`src/rtl/dmem_pkg.sv`:
```
// Shared definitions for the byte-serialising data-memory word master:
// request size encodings, FSM states and default bus widths.
package dmem_pkg;

  localparam int unsigned DMEM_ADDRWIDTH = 17;
  localparam int unsigned DMEM_DATAWIDTH = 8;
  localparam int unsigned DMEM_WORDWIDTH = 32;

  typedef enum logic [1:0] {
    SIZE_BYTE = 2'b00,
    SIZE_HALF = 2'b01,
    SIZE_WORD = 2'b10,
    SIZE_RSVD = 2'b11
  } req_size_e;

  typedef enum logic [1:0] {
    ST_IDLE  = 2'b00,
    ST_READ  = 2'b01,
    ST_WRITE = 2'b10,
    ST_RESP  = 2'b11
  } state_e;

  // Byte count of a request; the reserved encoding behaves as a word.
  function automatic logic [2:0] size_to_bytes(input logic [1:0] size);
    case (req_size_e'(size))
      SIZE_BYTE: return 3'd1;
      SIZE_HALF: return 3'd2;
      default:   return 3'd4;
    endcase
  endfunction

endpackage

```
`src/rtl/dmem_word_master_if.sv`:
```
// Request/response handshake plus byte-wide memory port A of the word master.
interface dmem_word_master_if
  import dmem_pkg::*;
#(
  parameter int unsigned ADDRWIDTH = DMEM_ADDRWIDTH,
  parameter int unsigned DATAWIDTH = DMEM_DATAWIDTH,
  parameter int unsigned WORDWIDTH = DMEM_WORDWIDTH
);

  logic                 req_valid;
  logic                 req_ready;
  logic                 req_we;
  logic [1:0]           req_size;
  logic [ADDRWIDTH-1:0] req_addr;
  logic [WORDWIDTH-1:0] req_wdata;

  logic                 rsp_valid;
  logic                 rsp_ready;
  logic [WORDWIDTH-1:0] rsp_rdata;

  logic [ADDRWIDTH-1:0] mem_addr;
  logic [DATAWIDTH-1:0] mem_din;
  logic                 mem_we;
  logic [DATAWIDTH-1:0] mem_dout;

  // The word master drives the memory port and answers requests.
  modport master (
    input  req_valid, req_we, req_size, req_addr, req_wdata, rsp_ready, mem_dout,
    output req_ready, rsp_valid, rsp_rdata, mem_addr, mem_din, mem_we
  );

  modport slave (
    output req_valid, req_we, req_size, req_addr, req_wdata, rsp_ready, mem_dout,
    input  req_ready, rsp_valid, rsp_rdata, mem_addr, mem_din, mem_we
  );

endinterface

```
`src/rtl/dmem_word_master.sv`:
```
// Splits byte/half/word loads and stores into sequential single-byte accesses
// on a synchronous-read byte memory, with wrap-around addressing.
module dmem_word_master
  import dmem_pkg::*;
#(
  parameter int unsigned ADDRWIDTH = DMEM_ADDRWIDTH,
  parameter int unsigned DATAWIDTH = DMEM_DATAWIDTH,
  parameter int unsigned WORDWIDTH = DMEM_WORDWIDTH
) (
  input  logic             clk,
  input  logic             rst,
  dmem_word_master_if.master bus
);

  localparam int unsigned LANES = WORDWIDTH / DATAWIDTH;
  localparam int unsigned CNTW  = $clog2(LANES + 1);
  localparam int unsigned LANEW = (LANES > 1) ? $clog2(LANES) : 1;

  state_e               state_q, state_d;
  logic [CNTW-1:0]      cnt_q, cnt_d;
  logic [CNTW-1:0]      n_q, n_d;
  logic [ADDRWIDTH-1:0] addr_q, addr_d;
  logic [WORDWIDTH-1:0] wdata_q, wdata_d;

  logic                 req_ready_q, req_ready_d;
  logic                 rsp_valid_q, rsp_valid_d;
  logic [WORDWIDTH-1:0] rdata_q, rdata_d;
  logic [ADDRWIDTH-1:0] mem_addr_q, mem_addr_d;
  logic [DATAWIDTH-1:0] mem_din_q, mem_din_d;
  logic                 mem_we_q, mem_we_d;

  logic                 accept;
  logic [LANEW-1:0]     wr_lane;
  logic [LANEW-1:0]     rd_lane;

  assign accept = req_ready_q && bus.req_valid;

  // State register
  always_ff @(posedge clk or posedge rst) begin
    if (rst) begin
      state_q <= ST_IDLE;
      cnt_q   <= '0;
    end else begin
      state_q <= state_d;
      cnt_q   <= cnt_d;
    end
  end

  // Next state: READ spans N+1 cycles to collect the last byte, WRITE spans N
  always_comb begin
    state_d = state_q;
    cnt_d   = cnt_q;
    case (state_q)
      ST_IDLE: begin
        if (accept) begin
          state_d = bus.req_we ? ST_WRITE : ST_READ;
          cnt_d   = '0;
        end
      end
      ST_READ: begin
        if (cnt_q == n_q) begin
          state_d = ST_RESP;
          cnt_d   = '0;
        end else begin
          cnt_d = cnt_q + CNTW'(1);
        end
      end
      ST_WRITE: begin
        if (cnt_q == n_q - CNTW'(1)) begin
          state_d = ST_RESP;
          cnt_d   = '0;
        end else begin
          cnt_d = cnt_q + CNTW'(1);
        end
      end
      ST_RESP: begin
        if (bus.rsp_ready) state_d = ST_IDLE;
      end
      default: state_d = ST_IDLE;
    endcase
  end

  // Outputs are registered, so they are derived from the next state/count
  always_comb begin
    addr_d      = addr_q;
    wdata_d     = wdata_q;
    n_d         = n_q;
    rdata_d     = rdata_q;
    mem_addr_d  = '0;
    mem_din_d   = '0;
    mem_we_d    = 1'b0;
    req_ready_d = (state_d == ST_IDLE);
    rsp_valid_d = (state_d == ST_RESP);
    wr_lane     = LANEW'(cnt_d);
    rd_lane     = LANEW'(cnt_q - CNTW'(1));

    if (accept) begin
      addr_d  = bus.req_addr;
      wdata_d = bus.req_wdata;
      n_d     = CNTW'(size_to_bytes(bus.req_size));
      rdata_d = '0;
    end

    // mem_dout in read cycle k belongs to the byte issued in cycle k-1
    if (state_q == ST_READ && cnt_q != '0) begin
      rdata_d[int'(rd_lane)*DATAWIDTH +: DATAWIDTH] = bus.mem_dout;
    end

    if (state_d == ST_IDLE) rdata_d = '0;

    if (state_d == ST_WRITE) begin
      mem_we_d   = 1'b1;
      mem_addr_d = addr_d + ADDRWIDTH'(cnt_d);
      mem_din_d  = wdata_d[int'(wr_lane)*DATAWIDTH +: DATAWIDTH];
    end else if (state_d == ST_READ && cnt_d != n_d) begin
      mem_addr_d = addr_d + ADDRWIDTH'(cnt_d);
    end
  end

  // Output and latched-request registers
  always_ff @(posedge clk or posedge rst) begin
    if (rst) begin
      addr_q      <= '0;
      wdata_q     <= '0;
      n_q         <= '0;
      rdata_q     <= '0;
      req_ready_q <= 1'b1;
      rsp_valid_q <= 1'b0;
      mem_addr_q  <= '0;
      mem_din_q   <= '0;
      mem_we_q    <= 1'b0;
    end else begin
      addr_q      <= addr_d;
      wdata_q     <= wdata_d;
      n_q         <= n_d;
      rdata_q     <= rdata_d;
      req_ready_q <= req_ready_d;
      rsp_valid_q <= rsp_valid_d;
      mem_addr_q  <= mem_addr_d;
      mem_din_q   <= mem_din_d;
      mem_we_q    <= mem_we_d;
    end
  end

  assign bus.req_ready = req_ready_q;
  assign bus.rsp_valid = rsp_valid_q;
  assign bus.rsp_rdata = rdata_q;
  assign bus.mem_addr  = mem_addr_q;
  assign bus.mem_din   = mem_din_q;
  assign bus.mem_we    = mem_we_q;

endmodule

```
`src/flat_wrapper.sv`:
```
// flat-port wrapper written by rule: the top's interface ports become plain ports
module dmem_word_master_flat import dmem_pkg::*;
#(
  parameter int unsigned ADDRWIDTH = DMEM_ADDRWIDTH,
  parameter int unsigned DATAWIDTH = DMEM_DATAWIDTH,
  parameter int unsigned WORDWIDTH = DMEM_WORDWIDTH
)
  (clk, rst, bus_req_valid, bus_req_we, bus_req_size, bus_req_addr, bus_req_wdata, bus_rsp_ready, bus_mem_dout, bus_req_ready, bus_rsp_valid, bus_rsp_rdata, bus_mem_addr, bus_mem_din, bus_mem_we);
  dmem_word_master_if #(.ADDRWIDTH(ADDRWIDTH), .DATAWIDTH(DATAWIDTH), .WORDWIDTH(WORDWIDTH)) bus_i ();
  input  logic clk;
  input  logic rst;
  input wire logic [$bits(bus_i.req_valid)-1:0] bus_req_valid;
  input wire logic [$bits(bus_i.req_we)-1:0] bus_req_we;
  input wire logic [$bits(bus_i.req_size)-1:0] bus_req_size;
  input wire logic [$bits(bus_i.req_addr)-1:0] bus_req_addr;
  input wire logic [$bits(bus_i.req_wdata)-1:0] bus_req_wdata;
  input wire logic [$bits(bus_i.rsp_ready)-1:0] bus_rsp_ready;
  input wire logic [$bits(bus_i.mem_dout)-1:0] bus_mem_dout;
  output wire logic [$bits(bus_i.req_ready)-1:0] bus_req_ready;
  output wire logic [$bits(bus_i.rsp_valid)-1:0] bus_rsp_valid;
  output wire logic [$bits(bus_i.rsp_rdata)-1:0] bus_rsp_rdata;
  output wire logic [$bits(bus_i.mem_addr)-1:0] bus_mem_addr;
  output wire logic [$bits(bus_i.mem_din)-1:0] bus_mem_din;
  output wire logic [$bits(bus_i.mem_we)-1:0] bus_mem_we;
  assign bus_i.req_valid = bus_req_valid;
  assign bus_i.req_we = bus_req_we;
  assign bus_i.req_size = bus_req_size;
  assign bus_i.req_addr = bus_req_addr;
  assign bus_i.req_wdata = bus_req_wdata;
  assign bus_i.rsp_ready = bus_rsp_ready;
  assign bus_i.mem_dout = bus_mem_dout;
  assign bus_req_ready = bus_i.req_ready;
  assign bus_rsp_valid = bus_i.rsp_valid;
  assign bus_rsp_rdata = bus_i.rsp_rdata;
  assign bus_mem_addr = bus_i.mem_addr;
  assign bus_mem_din = bus_i.mem_din;
  assign bus_mem_we = bus_i.mem_we;
  dmem_word_master #(.ADDRWIDTH(ADDRWIDTH), .DATAWIDTH(DATAWIDTH), .WORDWIDTH(WORDWIDTH)) u_core (.clk(clk), .rst(rst), .bus(bus_i));
endmodule
```
`config.mk`:
```
export PLATFORM = sky130hd
export DESIGN_NAME = dmem_word_master_flat
export DESIGN_NICKNAME = d
export VERILOG_FILES = /design/src/rtl/dmem_pkg.sv /design/src/rtl/dmem_word_master_if.sv /design/src/rtl/dmem_word_master.sv /design/src/flat_wrapper.sv
export SDC_FILE = /design/constraint.sdc
export NUM_CORES = 1
export LEC_CHECK = 0
export ABC_AREA = 1
export BUFFER_PORTS_ARGS = -buffer_cell sky130_fd_sc_hd__buf_2
export CAP_MARGIN = 20
export CORE_ASPECT_RATIO = 0.75
export CORE_MARGIN = 4
export CORE_UTILIZATION = 44
export CTS_CLUSTER_DIAMETER = 80
export DETAILED_ROUTE_END_ITERATION = 12
export PLACE_DENSITY = 0.68
export SLEW_MARGIN = 10
export SYNTH_ARGS = -nofsm -noshare
export SYNTH_HDL_FRONTEND = slang
export SYNTH_SLANG_ARGS = --single-unit
```
`constraint.sdc`:
```
create_clock -name clk -period 8.89 [get_ports clk]
set_input_delay 0.4445 -clock clk [delete_from_list [all_inputs] [get_ports clk]]
set_output_delay 0.4445 -clock clk [all_outputs]
set_load 0.03 [all_outputs]
```
==> run_results.csv <==
group,metric,value,unit
synthesis,yosysUniqueCellTypes,35,
synthesis,async_flop_share,1.00,
cts,clk_latency,410,ps
setup_path,worst_path_most_repeated_cell,"nand2_1",
finish,postLayoutCoreUtil,0.566,
power_and_ir_drop,switchingPower,1180,uW
setup_path,critical_path_arrival,3690,ps
timing,fin_setup_tns,0,ps
synthesis,synth_edf_count,0,
setup_path,slowest_delay,460,ps
place,hpwl,9960,um
power_and_ir_drop,p_sw_frac,0.425,
cts,clockRootBuffer,"clkbuf_16",
synthesis,synth-seq-cells,117,
setup_path,rr_endpoint,"u_core.bus.mem_addr[6]",
setup_path,timing.critical_path.buf_inv,2,
cts,cts_tree,"yes",
power_and_ir_drop,p_per_area,399,nW/um^2
timing,slew_violations,0,
timing,final.min_clock_period,3360,ps
power_and_ir_drop,seq_power_share,0.288,
floorplanning,die_h,105,um
route,via_count,4778,
finish,syn2layout_area_growth,25.6,%
setup_path,critical_path.cell_chain,"nand2_2 > inv_2 > o21ai_0 > nand2_1 > nand3_2 > ha_1 > inv_1 > fa_1 > o21ai_2 > nand2_1 > o21ai_1 > nand2_1 > nor2_1",
synthesis,netlist_area,5540,sq um
cts,numClockSinks,117,
setup_path,cp_num_cells,13,
route,drc,0,
global_routing,grt_pass1_vias,4745,
synthesis,yosysSeqAreaShare,0.529,
timing,rsz0062_at_grt,"no",
timing,fin_crit_sh,0.378,
cts,ctsHoldBuffers,0,
setup_path,worstPathRequired,9220,ps
hold_path,hold_class,"input port to asynchronous set/reset pin",
global_routing,antenna_found_initial,1,
setup_path,reg2regPathDepth,13,
timing,finalSetupViolations,0,
synthesis,synth_nets,709,
synthesis,synth_ff_type,"dfrtp_1",
floorplanning,ios,124,
timing,fin_skew,8.35,ps
power_and_ir_drop,worst_ir_drop_vdd,0.000192,V
cts,htreeDepth,4,
global_routing,track_usage,0.207,
power_and_ir_drop,p_clk_frac,0.262,
floorplanning,start_util,0.450,
floorplanning,rows,35,
cts,clk_pin_slew,50,ps
power_and_ir_drop,leakagePower,0.00370,uW
setup_path,cp_max_fo,35,
global_routing,gr-total-overflow,0,
route,viasPerCell,5.10,
setup_path,crit_start,"u_core.bus.req_ready",
route,wl_per_cell,15.6,um
finish,nets,832,
synthesis,ys_warn_count,0,
power_and_ir_drop,p_comb_frac,0.451,
timing,maxSlewHeadroom,0.354,
route,drtAntennaViolNets,0,
setup_path,rrSetupSlack,5530,ps
cts,cts_setup_buffers,0,
synthesis,syn_inst,635,
setup_path,timing.rr.start,"u_core.bus.req_ready",
run_status,outcome,"completed",
finish,layout-drive-gt1-share,0.264,
route,drt_wl_total,14600,um
place,io_buffers,123,
floorplanning,die-area,14500,sq um
setup_path,path_class,"flop to flop",
cts,cts_resized,0,
floorplanning,design.core.area,12300,sq um
global_routing,grt_start_max_net_pins,88,
place,gp_congestion,0.926,
timing,final_hold_viol_count,0,
setup_path,cp-start-kind,"flop",
setup_path,cp-endpoint,"u_core.bus.mem_addr[6]",
floorplanning,die_w,138,um
route,first_pass_iters,5,
power_and_ir_drop,p_int,1600,uW
setup_path,worst_path_max_delay_cell,"nand3_2",
setup_path,critPathTopFamily,"simple AND/OR/NAND/NOR gates",
cts,numCtsBuffers,17,
global_routing,grt_pass1_wl,23800,um
cts,clk_path_buf_depth,2,
route,drtIter0Drc,323,
flow_run,cap_violations,0,
timing,fmaxAchievable,0.297,GHz
timing,tightest_slew,968,ps
setup_path,critPathCaptureType,"flop",
finish,antenna_cells,0,
synthesis,syn_area_per_cell,8.73,sq um
==> cell usage in the layout, fill, tap and decap left out, types with 3 or more instances in the layout <==
cell       count
inv_1         79
clkbuf_8       4
or2_2         27
nand3_1       21
nor2_1        58
mux2i_1       16
clkbuf_16     17
nand2_2        3
buf_2        123
o21ai_0       41
xor2_1         3
bufinv_16      4
a211oi_1      17
a32oi_1        8
a21oi_1       46
nand3_2        4
clkinv_2       4
o21ai_1        4
nor3_1         4
buf_4          3
dfrtp_1      116
o211ai_1       8
nand2_1      119
ha_1           9
inv_2          6
nand4_1        8
xnor2_1        4
==> sequential cells by signal, summed over array words and instances (netlist names) <==
register / flops
u_core.bus.mem_din: 8
u_core.wdata_q: 32
u_core.state_q: 2
u_core.bus.rsp_valid: 1
u_core.bus.req_ready: 1
u_core.n_q: 3
u_core.bus.mem_we: 1
u_core.bus.rsp_rdata: 32
u_core.cnt_q: 3
u_core.addr_q: 17
u_core.bus.mem_addr: 17
==> kinds of logic after synthesis <==
family | Yosys count | share of synthesized area
flops | 117 | 0.529
mux | 16 | 0.0289
xor+xnor | 7 | 0.0111
buf+inv | 109 | 0.0752
simple gates | 247 | 0.196
fa+ha+maj | 10 | 0.0239
compound gates | 129 | 0.136
==> worst reg2reg max path, cell delays in order, from the launching register on <==
cell and delay, ps:
dfstp_2 370, nand2_2 70, inv_2 200, o21ai_0 420, nand2_1 130, nand3_2 460, ha_1 290, inv_1 50
fa_1 410, o21ai_2 350, nand2_1 160, o21ai_1 180, nand2_1 90, nor2_1 120
==> per-layer routing <==
metal,global-route usage,vias to the layer above,share of wire
li1,-,2316,-
met2,0.303,168,0.45
met1,0.306,2280,0.48
met4,0.0463,2,0.0075
met3,0.0592,12,0.065
met5,0,-,0.00048
==> how the worst min path moves through the flow <==
stage	startpoint	to	slack (ps)	depth (start not counted)
2_1_floorplan	u_core.wdata_q[1]	u_core.wdata_q[1]	440	2
3_5_place_dp	rst	u_core.bus.rsp_rdata[9]	460	2
6_report	rst	u_core.bus.rsp_rdata[29]	40	2
3_3_place_gp	rst	u_core.bus.rsp_rdata[9]	460	2
5_1_grt	rst	u_core.bus.rsp_rdata[8]	50	2
4_1_cts	rst	u_core.bus.rsp_rdata[29]	40	2
==> per-stage QoR <==
stage               hold slack (ps)  setup WS, ps  cells  cell area, sq um  power, uW
floorplan                       443          5350    635              5540       1730
global placement                458          5580    904              6300       1990
detailed placement              463          5400    904              6300       2030
CTS                            35.7          5530    935              6930       2780
global route                   50.2          5200    936              6960       2990
finish                         35.4          5530    936              6960       2780
==> power by group through the flow <==
stage	Sequential, uW	Clock (uW)	Combinational (uW)
detailed placement	806	0	1230
CTS	800	738	1240
finish	799	727	1250
global route	816	766	1410
global placement	799	0	1200
floorplan	912	0	817
==> area by class of cell <==
cell class | count | area (sq um)
Fill cell | 1092 | 5350
Sequential cell | 117 | 2930
Multi-Input combinational cell | 409 | 2200
Timing Repair Buffer | 127 | 666
Clock buffer | 22 | 484
Inverter | 86 | 325
Tap cell | 166 | 208
Clock inverter | 9 | 149
==> cells in the mapped netlist (4+ instances only) <==
cell type	n	area [sq um]
o211ai_1	8	60.1
inv_1	80	300
or2_2	27	169
a21oi_1	46	230
dfrtp_1	116	2900
o21ai_1	4	20.0
nand2_1	120	450
inv_2	6	22.5
nand4_1	8	50.1
o21ai_0	41	205
ha_1	9	113
nand3_2	4	40.0
nor2_1	58	218
clkbuf_1	17	63.8
nor3_1	4	20.0
a32oi_1	8	70.1
xnor2_1	4	35.0
a211oi_1	17	128
mux2i_1	16	160
nand3_1	21	105
Power figures use the tool's default switching activity.
